### src/rtl/sme_driver.sv
// Driver that loads string/pattern buffers and streams them to a matching
// engine, then captures the engine result or a timeout.
module sme_driver #(
  parameter int STR_MAX = 32,
  parameter int PAT_MAX = 8,
  parameter int TO_CYC  = 200
) (
  input  logic       clk,
  input  logic       reset,
  input  logic       ld_en,
  input  logic       ld_sel,
  input  logic [7:0] ld_data,
  input  logic       ld_clr,
  input  logic       start,
  input  logic       new_str,
  output logic       busy,
  output logic [7:0] chardata,
  output logic       isstring,
  output logic       ispattern,
  input  logic       valid,
  input  logic       match,
  input  logic [4:0] match_index,
  output logic       done,
  output logic       res_match,
  output logic [4:0] res_index,
  output logic       timeout
);

  localparam int MAXD = (STR_MAX > PAT_MAX) ? STR_MAX : PAT_MAX;
  localparam int LW = $clog2(MAXD + 1);
  localparam int SW = $clog2(STR_MAX);
  localparam int PW = $clog2(PAT_MAX);

  localparam logic [2:0] IDLE   = 3'd0;
  localparam logic [2:0] SEND_S = 3'd1;
  localparam logic [2:0] GAP    = 3'd2;
  localparam logic [2:0] SEND_P = 3'd3;
  localparam logic [2:0] WAIT   = 3'd4;
  localparam logic [2:0] DONE   = 3'd5;

  logic [7:0]    str_mem [STR_MAX];
  logic [7:0]    pat_mem [PAT_MAX];
  logic [LW-1:0] str_len, pat_len;
  logic [LW-1:0] k, k_nxt;
  logic [2:0]    state, state_nxt;
  logic [7:0]    cnt, cnt_nxt;
  logic [7:0]    char_nxt;
  logic          accept, got, expired;
  logic          str_wr, pat_wr;

  assign str_wr = ld_en && !busy && !ld_clr && !ld_sel
                  && (str_len != LW'(STR_MAX));
  assign pat_wr = ld_en && !busy && !ld_clr && ld_sel
                  && (pat_len != LW'(PAT_MAX));

  always_comb begin
    state_nxt = state;
    k_nxt     = k;
    cnt_nxt   = cnt;
    accept    = 1'b0;
    got       = 1'b0;
    expired   = 1'b0;
    case (state)
      IDLE: begin
        if (start) begin
          if (new_str && str_len != '0 && pat_len != '0) begin
            state_nxt = SEND_S;
            accept    = 1'b1;
            k_nxt     = '0;
          end else if (!new_str && pat_len != '0) begin
            state_nxt = SEND_P;
            accept    = 1'b1;
            k_nxt     = '0;
          end
        end
      end
      SEND_S: begin
        if (k == str_len - 1'b1) begin
          state_nxt = GAP;
          k_nxt     = '0;
        end else begin
          k_nxt = k + 1'b1;
        end
      end
      GAP: begin
        state_nxt = SEND_P;
        k_nxt     = '0;
      end
      SEND_P: begin
        if (k == pat_len - 1'b1) begin
          state_nxt = WAIT;
          k_nxt     = '0;
          cnt_nxt   = '0;
        end else begin
          k_nxt = k + 1'b1;
        end
      end
      WAIT: begin
        // valid has priority over the timeout limit
        if (valid) begin
          got       = 1'b1;
          state_nxt = DONE;
        end else if (cnt == 8'(TO_CYC - 1)) begin
          expired   = 1'b1;
          state_nxt = DONE;
        end else begin
          cnt_nxt = cnt + 8'd1;
        end
      end
      DONE:    state_nxt = IDLE;
      default: state_nxt = IDLE;
    endcase
  end

  always_comb begin
    char_nxt = 8'd0;
    if (state_nxt == SEND_S)
      char_nxt = str_mem[k_nxt[SW-1:0]];
    else if (state_nxt == SEND_P)
      char_nxt = pat_mem[k_nxt[PW-1:0]];
  end

  always_ff @(posedge clk) begin
    if (str_wr) str_mem[str_len[SW-1:0]] <= ld_data;
    if (pat_wr) pat_mem[pat_len[PW-1:0]] <= ld_data;
  end

  always_ff @(posedge clk or posedge reset) begin
    if (reset) begin
      state     <= IDLE;
      k         <= '0;
      cnt       <= '0;
      str_len   <= '0;
      pat_len   <= '0;
      busy      <= 1'b0;
      isstring  <= 1'b0;
      ispattern <= 1'b0;
      chardata  <= 8'd0;
      done      <= 1'b0;
      res_match <= 1'b0;
      res_index <= 5'd0;
      timeout   <= 1'b0;
    end else begin
      state     <= state_nxt;
      k         <= k_nxt;
      cnt       <= cnt_nxt;
      busy      <= (state_nxt != IDLE);
      isstring  <= (state_nxt == SEND_S);
      ispattern <= (state_nxt == SEND_P);
      chardata  <= char_nxt;
      done      <= (state_nxt == DONE);
      // lengths are frozen while busy so a running stream stays coherent
      if (!busy && ld_clr) begin
        str_len <= '0;
        pat_len <= '0;
      end else begin
        if (str_wr) str_len <= str_len + 1'b1;
        if (pat_wr) pat_len <= pat_len + 1'b1;
      end
      if (accept) begin
        res_match <= 1'b0;
        res_index <= 5'd0;
        timeout   <= 1'b0;
      end else if (got) begin
        res_match <= match;
        res_index <= match_index;
        timeout   <= 1'b0;
      end else if (expired) begin
        res_match <= 1'b0;
        res_index <= 5'd0;
        timeout   <= 1'b1;
      end
    end
  end

endmodule
### config.mk
export PLATFORM = sky130hd
export DESIGN_NAME = sme_driver
export DESIGN_NICKNAME = d
export VERILOG_FILES = /design/src/rtl/sme_driver.sv
export SDC_FILE = /design/constraint.sdc
export NUM_CORES = 1
export LEC_CHECK = 0
export BUFFER_PORTS_ARGS = -buffer_cell sky130_fd_sc_hd__buf_4
export CORE_ASPECT_RATIO = 0.75
export CORE_UTILIZATION = 35
export DETAILED_ROUTE_END_ITERATION = 6
export MAX_ROUTING_LAYER = met4
export PLACE_DENSITY = 0.49
export SYNTH_ARGS = -nofsm -noshare
export SYNTH_HDL_FRONTEND = slang
export SYNTH_SLANG_ARGS = --single-unit
### constraint.sdc
create_clock -name clk -period 3.13 [get_ports clk]
set_input_delay 0 -clock clk [delete_from_list [all_inputs] [get_ports clk]]
set_output_delay 0 -clock clk [all_outputs]
set_load 0.02 [all_outputs]
==> results of run 1 <==
## cell usage after synthesis, types with 3 or more instances
| cell type | number |
|---|---|
| nor3b_1 | 4 |
| a311oi_1 | 9 |
| xor2_1 | 16 |
| nand4_1 | 32 |
| a21oi_1 | 52 |
| a221oi_1 | 7 |
| a32oi_1 | 16 |
| buf_1 | 3 |
| mux2i_1 | 51 |
| ha_1 | 9 |
| nand2_1 | 200 |
| buf_2 | 13 |
| clkbuf_1 | 32 |
| a21boi_0 | 8 |
| a31oi_1 | 9 |
| mux2_2 | 7 |
| o21a_1 | 3 |
| nand3_1 | 59 |
| a211oi_1 | 11 |
| a211o_1 | 8 |
| dfrtp_1 | 48 |
| buf_4 | 7 |
| or3b_2 | 3 |
| nor2_1 | 78 |
| or2_2 | 5 |
| o21ai_1 | 5 |
| nand3b_1 | 3 |
| nor4_1 | 5 |
| xnor2_1 | 12 |
| nor3_1 | 8 |
| inv_1 | 13 |
| o21ai_0 | 11 |
| o22ai_1 | 9 |
| or3_1 | 7 |
| and2_1 | 3 |
| a22o_1 | 6 |
| and3_1 | 6 |
| edfxtp_1 | 320 |
| o211ai_1 | 3 |
## registers in the layout, indices dropped and copies added, names as in the netlist
register   count
ispattern      1
busy           1
str_mem      256
chardata       8
done           1
timeout        1
k              6
pat_mem       64
isstring       1
res_index      5
state          3
pat_len        6
str_len        6
cnt            8
res_match      1
## worst register-to-register path: cells and delay by family, from the launching register on
family                 cells  cell delay (ns)
AND/OR/NAND/NOR            4             1.29
buffers and inverters      3             0.43
AO/OA/AOI/OAI              6             1.17
flip-flops                 1             0.43
## worst max-delay path by stage
stage,from,endpoint,slack (ns),depth (start not counted)
floorplan,pat_len[0],chardata[2],0.002,14
global placement,str_len[0],chardata[3],-0.59,15
detailed placement,str_len[0],chardata[1],-0.60,15
CTS,str_len[1],chardata[1],-0.17,15
global route,str_len[0],chardata[4],-0.40,15
finish,str_len[0],chardata[4],-0.25,13
## routing by layer
| layer | vias to the layer above | part of all wire (%) | GRT usage (%) |
|---|---|---|---|
| met5 | - | 0 | - |
| met4 | 0 | 1.5 | 4.126 |
| met3 | 53 | 5.6 | 3.015 |
| met2 | 247 | 43 | 28.37 |
| met1 | 5165 | 50 | 30.88 |
| li1 | 4715 | - | - |
## logic make-up after synthesis
kind of cell	after synthesis	synth area share, %
AO/OA/AOI/OAI	175	8.075
XOR/XNOR	28	1.610
multiplexers	60	4.017
buffers and inverters	72	2.103
flip-flops	368	70.98
adder cells (fa/ha/maj)	9	0.7394
AND/OR/NAND/NOR	423	12.48
## cell type report
type / count / area [sq um] / share of cell area [%]
Clock buffer: 54 / 1115 / 5.694
Clock inverter: 15 / 153.9 / 0.7861
Inverter: 16 / 65.06 / 0.3323
Multi-Input combinational cell: 695 / 4553 / 23.26
Sequential cell: 368 / 10810 / 55.22
Tap cell: 569 / 711.9 / 3.636
Timing Repair Buffer: 244 / 2168 / 11.08
## power by group through the flow
stage	logic, mW	clock network, mW	registers (mW)
after floorplan	4.09	0	5.75
after global placement	7.17	0	5.73
after detailed placement	7.14	0	5.73
after CTS	8.54	4.73	5.63
after global routing	9.24	4.92	5.64
final	8.62	4.62	5.63
## stage by stage
| stage | total power, mW | utilization, % |
|---|---|---|
| 6_report | 18.87 | 46.12 |
| 5_1_grt | 19.80 | 46.12 |
| 4_1_cts | 18.90 | 46.04 |
| 3_5_place_dp | 12.86 | 40.95 |
| 3_3_place_gp | 12.90 | 40.95 |
| 2_1_floorplan | 9.835 | - |
## what timing repair did
item                                   4_1_cts  5_1_grt
hold buffers                                18        0
cloned                                       3        0
endpoints found under the hold margin      322        0
pin swaps                                   24        7
setup buffers                               19        0
setup endpoints to repair                    8        8
resized for setup                           89        9
==> run metrics, run 1 <==
status=complete, but fails checks; failing checks=negative setup slack; commonest non-fill, non-tap cells in the layout=edfxtp_1 (320), buf_4 (199), nand2_1 (198), nor2_1 (78), nand3_1 (59); First DRT Iteration DRCs=between 1,000 and 1,500; placed cell areas=around 17,000 sq um; Initial Utilization=between 30% and 40%; die width=242.9 um; Ports=41; worst-skew pair later-pin latency=around 0.54 ns; Final Skew=0.01663 ns; post-DR wirelength/cell=approximately 22 um; P_int=roughly 12 mW; Sw Pwr=approximately 7 mW; placed insts=~1,900; Detailed Place HPWL=between 20,000 and 30,000 um; critical path's top delay family=simple AND/OR/NAND/NOR gates; H-Tree Level Count=2; Distinct cells, synth=66; die area=44,360 sq um; power density over cell area=approximately 960 nW/um^2; Comb power frac=a little under half; commonest non-fill, non-tap cell in the layout=edfxtp_1; Site Rows=65; static leakage=a little over 7 nW; measured slew at the worst slew-check pin=just over 0.7 ns; DR pass1 iterations=7; CP max-delay cell=or4b_4; n_diodes=0; via count=between 10,000 and 15,000; antenna violations before repair=0; worst hold slack=0.1300 ns; nets=1,395; Final Hold Fails=0; Top FF cell, synth=edfxtp_1; Mapped Area=between 15,000 and 20,000 sq um; fmax=a little under 300 MHz; maximum VDD drop=roughly 0.54 mV; leading post-synthesis cells by cell area=edfxtp_1 (63%), dfrtp_1 (7.9%), nand2_1 (4.9%); CTS clock-pin slew for the worst setup and hold paths=about 0.060 ns; Bufs and invs on worst path=3; post-place setup slack=-0.5977 ns; Setup Crit Path Kind=reg -> reg; core area=approximately 42,000 sq um; vias in the first global route=10,076; post-synthesis sequential area ratio=slightly above 70%; overall routing resource usage=about 20%; fin crit share=108.1%; Design Area, Final=~20,000 sq um; Gate Count Post-Synth=1,135; pin count of the biggest net entering global routing=41; Routed WL=about 43,000 um; routability cong.=between 0.8 and 0.9; global route overflow=0; WP data required=3.59 ns; synthesized flop and latch total=368; Flop pwr share=approximately 30%; final setup margin=-0.2541 ns; Hold WC Path Type=in -> async; Synth top area share=approximately 63%; vias per inst=slightly above 5; R2R depth=13; RSZ-0062 raised after global routing=true; share of cells above drive strength 1=27.01%; Setup TNS=-1.655 ns; Reg-to-Reg Start=str_len[0]; Area growth syn-to-layout=28.54%; sequence of cells on the critical path=or3_4 > a211oi_2 > nand3_1 > buf_6 > o21ba_4 > a221oi_4 > inv_2 > or4b_4 > buf_6 > o22ai_4 > a211o_1 > a31oi_2 > nand4_1; Clk pwr share=approximately 25%; Root Driver=clkbuf_16; DRC viols=0; Post-Syn Area per Cell=13.42 sq um; r2r setup slk=-0.25 ns; peak fanout along the critical path=6; Async S/R FF share, synth=between 10% and 20%; Max-slew headroom=between 50% and 60%; Post-Syn Nets=around 1,200; Max Root-Sink Buffers=3; TritonCTS clock tree=done; EDFF count, synth=320; Reg-to-Reg End=chardata[4]; antenna-violating nets left=0; Tmin final=3.384 ns; Synth area leader=edfxtp_1; TritonCTS Buffers=39; cell repeated most along the worst path=buf_6; FILL cells=around 3,800; Worst Path Arrival=3.84 ns; Synth Warn #=0; first-pass GRT wire length=about 65,000 um; PortBufs=40; fin cells=1,961; MaxCap Viol Count=0; max-slew violations=0; Crit. End Element=register; Die Height=around 180 um; CP startpoint kind=register; Switching Share=36.30%; # setup viols final=8; CTS sink count=368; CP peak stage delay=just over 0.6 ns
Power figures use the tool's default switching activity.
==> inputs of run 2 (changes only) <==
==> config.mk (replaced) <==
export PLATFORM = sky130hd
export DESIGN_NAME = sme_driver
export DESIGN_NICKNAME = d
export VERILOG_FILES = /design/src/rtl/sme_driver.sv
export SDC_FILE = /design/constraint.sdc
export NUM_CORES = 1
export LEC_CHECK = 0
export CORE_ASPECT_RATIO = 0.75
export CORE_UTILIZATION = 35
export DETAILED_ROUTE_END_ITERATION = 6
export DONT_BUFFER_PORTS = 1
export MAX_ROUTING_LAYER = met4
export PLACE_DENSITY = 0.48
export SYNTH_ARGS = -nofsm -noshare
export SYNTH_HDL_FRONTEND = slang
export SYNTH_SLANG_ARGS = --single-unit
==> run 2 against run 1 <==
Effect of this change:
- the run still ends with negative setup slack left
- worst setup slack gained 0.017 ns
- final cell count is 0.61% lower
- flip-flop and latch count unchanged
- die area stayed put
- clock power shrank 0.9%
- combinational power grew 10%
- maximum frequency up 0.50%
- clock skew increased by 0.0058 ns
- utilization up 0.59 points
- highest routed layer unchanged
==> run metrics, run 2 (synthesized netlist as in run 1, its figures left out) <==
Reg-to-Reg End=chardata[6] (was chardata[4]); failing checks=negative setup slack (unchanged); WP data required=3.52 ns (was 3.59 ns); commonest non-fill, non-tap cells in the layout=edfxtp_1 (320), nand2_1 (199), buf_4 (163), nor2_1 (74), nand3_1 (54) (was edfxtp_1 (320), buf_4 (199), nand2_1 (198), nor2_1 (78), nand3_1 (59)); Reg-to-Reg Start=pat_len[1] (was str_len[0]); fin crit share=107.6% (was 108.1%); CP startpoint kind=register (unchanged); Max-slew headroom=29.13% (was 51.60%); max-slew violations=0 (unchanged); measured slew at the worst slew-check pin=1.054 ns (was 0.7233 ns); Sw Pwr=7.440 mW (was 6.851 mW); power density over cell area=1000 nW/um^2 (was 963.9 nW/um^2); H-Tree Level Count=2 (unchanged); Max Root-Sink Buffers=3 (unchanged); CTS sink count=368 (unchanged); Crit. End Element=register (unchanged); maximum VDD drop=0.5030 mV (was 0.5397 mV); core area=42,450 sq um (unchanged); Flop pwr share=28.9% (was 29.8%); antenna violations before repair=0 (unchanged); Site Rows=65 (unchanged); TritonCTS clock tree=done (unchanged); commonest non-fill, non-tap cell in the layout=edfxtp_1 (unchanged); first-pass GRT wire length=65,230 um (was 65,090 um); First DRT Iteration DRCs=926 (was 1,001); Worst Path Arrival=3.76 ns (was 3.84 ns); DR pass1 iterations=5 (was 7); max reg flops=256 (unchanged); PortBufs=0 (was 40); R2R depth=14 (was 13); pin count of the biggest net entering global routing=47 (was 41); n_diodes=0 (unchanged); Ports=41 (unchanged); post-DR wirelength/cell=22.14 um (was 21.87 um); overall routing resource usage=20.17% (was 20.26%); nets=1,381 (was 1,395); Initial Utilization=35.88% (unchanged); r2r setup slk=-0.24 ns (was -0.25 ns); Final Hold Fails=0 (unchanged); die width=242.9 um (unchanged); share of cells above drive strength 1=27.32% (was 27.01%); Clk pwr share=23.1% (was 24.5%); vias in the first global route=10,030 (was 10,076); antenna-violating nets left=0 (unchanged); Final Skew=0.02239 ns (was 0.01663 ns); MaxCap Viol Count=0 (unchanged); static leakage=7.195 nW (was 7.184 nW); Tmin final=3.367 ns (was 3.384 ns); status=complete, but fails checks (unchanged); P_int=12.39 mW (was 12.02 mW); TritonCTS Buffers=40 (was 39); Hold WC Path Type=in -> async (unchanged); DRC viols=0 (unchanged); die area=44,360 sq um (unchanged); CTS clock-pin slew for the worst setup and hold paths=0.06 ns (about the same); worst-skew pair later-pin latency=0.54 ns (about the same); fmax=297.0 MHz (was 295.5 MHz); placed insts=1,812 (was 1,852); global route overflow=0 (unchanged); Setup TNS=-1.436 ns (was -1.655 ns); Detailed Place HPWL=27,600 um (was 27,580 um); peak fanout along the critical path=7 (was 6); Routed WL=43,150 um (was 42,890 um); capture point of the critical path=chardata[6] (was chardata[4]); routability cong.=0.8537 (was 0.8746); # setup viols final=8 (unchanged); final setup margin=-0.2373 ns (was -0.2541 ns); Root Driver=clkbuf_16 (unchanged); vias per inst=5.143 (was 5.191); Setup Crit Path Kind=reg -> reg (unchanged); RSZ-0062 raised after global routing=true (unchanged); Comb power frac=48.0% (was 45.7%); Critical Path Source=pat_len[1] (was str_len[0]); Switching Share=37.52% (was 36.30%); Area growth syn-to-layout=30.18% (was 28.54%); via count=10,024 (was 10,180); fin cells=1,949 (was 1,961); Die Height=182.7 um (unchanged)
run 2: worst max-delay path, cell delays in order (launching register included):
cell       delay, ns
dfrtp_1         0.42
or4_4           0.50
o21ai_1         0.12
and4bb_2        0.29
and2_4          0.18
o21ai_4         0.06
a21oi_4         0.15
buf_12          0.16
clkinv_16       0.09
buf_16          0.16
buf_6           0.12
mux2_2          0.26
a211o_1         0.33
a31oi_4         0.23
nand4_1         0.13
run 2: routing by layer:
layer  wire, um  part of all wire, %  up-vias  track usage, %
met5          0                    0        -               -
met2      18660                   43      229           28.57
met3       2306                  5.3       50           3.971
met1      21560                   50     5052           29.99
li1           -                    -     4693               -
met4        623                  1.4        0           3.723
run 2: stage by stage:
stage | setup slack (ns) | instance area (sq um) | util (%) | total power [mW] | hold WS [ns]
after global routing | -0.3357 | 19830 | 46.71 | 20.79 | 0.07379
after detailed placement | -0.6110 | 17120 | 40.33 | 13.33 | -0.04421
after global placement | -0.5587 | 17120 | 40.33 | 13.33 | -0.04872
after CTS | -0.3204 | 19350 | 45.59 | 19.11 | 0.03386
final | -0.2373 | 19830 | 46.71 | 19.83 | 0.06536
after floorplan | 0.001846 | 15270 | - | 9.835 | 0.09887
run 2: worst min-delay path by stage:
stage / start / slack, ns / cells after the start / end
final: reset / 0.07 / 3 / timeout
after global routing: reset / 0.07 / 3 / res_index[1]
after CTS: start / 0.03 / 5 / busy
after detailed placement: reset / -0.04 / 1 / pat_len[2]
after global placement: reset / -0.05 / 1 / pat_len[3]
after floorplan: ld_data[0] / 0.1 / 0 / pat_mem[0][0]
run 2: cell type report:
| class | instances | area, sq um |
|---|---|---|
| tap | 569 | 711.9 |
| timing repair inverter | 1 | 6.256 |
| multi-input combinational | 695 | 4773 |
| sequential | 368 | 10810 |
| clock buffer | 52 | 1097 |
| inverter | 16 | 86.33 |
| timing repair buffer | 228 | 2182 |
| clock inverter | 20 | 158.9 |
| fill | 3870 | 22630 |
run 2: power by group through the flow:
stage	Clock, mW	Sequential [mW]	Combinational [mW]
floorplan	0	5.75	4.09
global placement	0	5.84	7.49
detailed placement	0	5.83	7.49
CTS	4.68	5.73	8.70
global route	4.89	5.74	10.2
finish	4.58	5.73	9.52
run 2: timing repair:
| item | in CTS | in global routing |
|---|---|---|
| endpoints found under the hold margin | 387 | 0 |
| gates resized for setup | 63 | 75 |
| hold buffers | 36 | 0 |
| endpoints found under the setup margin | 8 | 16 |
| pin swaps | 20 | 31 |
| cloned | 3 | 1 |
| setup buffers | 15 | 13 |
==> inputs of run 3 (changes only) <==
--- a/config.mk
+++ b/config.mk
@@ -6,6 +6,7 @@
 export NUM_CORES = 1
 export LEC_CHECK = 0
 export CORE_ASPECT_RATIO = 0.75
+export CORE_MARGIN = 2
 export CORE_UTILIZATION = 35
 export DETAILED_ROUTE_END_ITERATION = 6
 export DONT_BUFFER_PORTS = 1
==> run 3 against run 2 <==
Effect of this change:
- worst setup slack gained 0.017 ns
- die area grew 1.9%
- largest power group unchanged
- register-to-register slack gained 0.02 ns
- routed wire length grew 1.0%
- the flow still finishes with violations (negative setup slack)
- critical path type unchanged
- critical endpoint is now chardata[3]
- maximum frequency grew 0.50%
==> run metrics, run 3 (synthesized netlist as in run 1, its figures left out) <==
Initial Utilization=35.27% (was 35.88%); CTS clock-pin slew for the worst setup and hold paths=0.06 ns (about the same); sequence of cells on the critical path=or4_4 > nor3_2 > and4bb_2 > and2_4 > o21ai_4 > a21oi_4 > buf_12 > inv_6 > buf_8 > mux2i_4 > a221oi_4 > a311oi_1 > buf_4 > nand4_1 (was or4_4 > o21ai_1 > and4bb_2 > and2_4 > o21ai_4 > a21oi_4 > buf_12 > clkinv_16 > buf_16 > buf_6 > mux2_2 > a211o_1 > a31oi_4 > nand4_1); Hold WC Path Type=in -> async (unchanged); Area growth syn-to-layout=28.24% (was 30.18%); Die Height=184.7 um (was 182.7 um); die width=244.9 um (was 242.9 um); peak fanout along the critical path=20 (was 7); nets=1,371 (was 1,381); post-DR wirelength/cell=22.39 um (was 22.14 um); Final Skew=0.01477 ns (was 0.02239 ns); Pwr Total=18.97 mW (was 19.83 mW); CP max-delay cell=or4_4 (unchanged); H-Tree Level Count=2 (unchanged); CP startpoint kind=register (unchanged); max-slew violations=0 (unchanged); commonest non-fill, non-tap cells in the layout=edfxtp_1 (320), nand2_1 (199), buf_4 (154), nor2_1 (77), nand3_1 (59) (was edfxtp_1 (320), nand2_1 (199), buf_4 (163), nor2_1 (74), nand3_1 (54)); r2r setup slk=-0.22 ns (was -0.24 ns); measured slew at the worst slew-check pin=1.055 ns (was 1.054 ns); Routed WL=43,600 um (was 43,150 um); pin count of the biggest net entering global routing=41 (was 47); routability cong.=0.8019 (was 0.8537); post-place setup slack=-0.5502 ns (was -0.6110 ns); Worst Path Arrival=3.74 ns (was 3.76 ns); Reg-to-Reg Start=pat_len[0] (was pat_len[1]); CTS sink count=368 (unchanged); DRC viols=0 (unchanged); Setup Crit Path Kind=reg -> reg (unchanged); Critical Path Source=pat_len[0] (was pat_len[1]); die area=45,220 sq um (was 44,360 sq um); vias in the first global route=9,804 (was 10,030); maximum VDD drop=0.4548 mV (was 0.5030 mV); vias per inst=5.199 (was 5.143); failing checks=negative setup slack (unchanged); commonest non-fill, non-tap cell in the layout=edfxtp_1 (unchanged); core area=43,190 sq um (was 42,450 sq um); global route overflow=0 (unchanged); via count=10,123 (was 10,024); antenna-violating nets left=0 (unchanged); # setup viols final=8 (unchanged); WP data required=3.52 ns (about the same); First DRT Iteration DRCs=890 (was 926); FILL cells=3,883 (was 3,870); R2R depth=14 (unchanged); worst-skew pair later-pin latency=0.55 ns (was 0.54 ns); share of cells above drive strength 1=23.74% (was 27.32%); Root Driver=clkbuf_16 (unchanged); Ports=41 (unchanged); antenna violations before repair=0 (unchanged); TritonCTS clock tree=done (unchanged); Max Root-Sink Buffers=3 (unchanged); CP peak stage delay=0.56 ns (was 0.50 ns); fin crit share=107.0% (was 107.6%); RSZ-0062 raised after global routing=true (unchanged); max reg flops=256 (unchanged); overall routing resource usage=19.82% (was 20.17%); Detailed Place HPWL=26,830 um (was 27,600 um); status=complete, but fails checks (unchanged); Max-slew headroom=29.46% (was 29.13%); static leakage=7.144 nW (was 7.195 nW); fmax=298.5 MHz (was 297.0 MHz); MaxCap Viol Count=0 (unchanged); TritonCTS Buffers=40 (unchanged); Final Util=45.23% (was 46.71%); Tmin final=3.350 ns (was 3.367 ns); first-pass GRT wire length=64,380 um (was 65,230 um); Crit. End Element=register (unchanged); power density over cell area=971.3 nW/um^2 (was 1000 nW/um^2); Site Rows=66 (was 65); final setup margin=-0.2205 ns (was -0.2373 ns); Final Hold Fails=0 (unchanged); n_diodes=0 (unchanged); Reg-to-Reg End=chardata[3] (was chardata[6]); Setup TNS=-1.468 ns (was -1.436 ns); PortBufs=0 (unchanged); DR pass1 iterations=5 (unchanged)
-- run 3: cell types whose count changed in the layout (fill, tap and decap cells not counted), moves of 6 or more --
cell / delta
a31oi_1: +8
a31oi_4: -7
a21oi_2: -8
buf_6: -6
a21oi_1: +9
buf_4: -9
clkinv_2: -6
a311oi_1: +6
-- run 3: area by class of cell --
type / instances / area [sq um] / area share (%)
inverters: 16 / 76.32 / 0.3907
repair inverters: 2 / 15.01 / 0.07687
clock inverters: 16 / 241.5 / 1.236
repair buffers: 217 / 2127 / 10.89
flip-flops and latches: 368 / 10810 / 55.35
clock buffers: 55 / 1100 / 5.631
well taps: 578 / 723.2 / 3.703
multi-input cells: 695 / 4438 / 22.72
-- run 3: report_power, final --
group | switching (mW) | internal, mW | leakage (nW)
registers | 0.249 | 5.49 | 3.51
clock network | 1.92 | 2.95 | 0.645
logic | 4.68 | 3.68 | 2.98
total | 6.85 | 12.1 | 7.14
-- run 3: worst max-delay path by stage --
stage,endpoint,slack [ns],depth (start not counted)
after global routing,chardata[2],-0.30,15
after floorplan,chardata[2],0.002,14
after global placement,chardata[1],-0.55,13
after detailed placement,chardata[0],-0.55,13
after CTS,chardata[7],-0.20,14
final,chardata[3],-0.22,14
-- run 3: critical path, delay by kind of cell (launching register included) --
kind	cells	cell delay, ns
multiplexers	1	0.28
buffers and inverters	4	0.63
AO/OA/AOI/OAI	4	0.62
flip-flops	1	0.39
AND/OR/NAND/NOR	5	1.27
-- run 3: metrics by stage --
step | cells | hold WS [ns] | cell area, sq um
3_5_place_dp | 1827 | -0.04042 | 17150
5_1_grt | 1947 | 0.03991 | 19530
4_1_cts | 1944 | 0.01706 | 19320
6_report | 1947 | 0.02858 | 19530
3_3_place_gp | 1827 | -0.04454 | 17150
2_1_floorplan | 1135 | 0.09887 | 15270
-- run 3: what timing repair did --
action | 4_1_cts | 5_1_grt
setup endpoints to repair | 8 | 8
resized for setup | 52 | 31
pin swaps | 21 | 13
gates cloned | 4 | 2
hold endpoints to repair | 393 | 0
buffers inserted | 7 | 1
hold buffers | 36 | 0
-- run 3: metal layers --
layer / track usage (%) / share of wire, % / vias to the layer above
met3: 2.956 / 5.8 / 59
met5: - / 0 / -
li1: - / - / 4676
met4: 3.927 / 1.5 / 0
met2: 28.63 / 44 / 287
met1: 29.60 / 49 / 5101
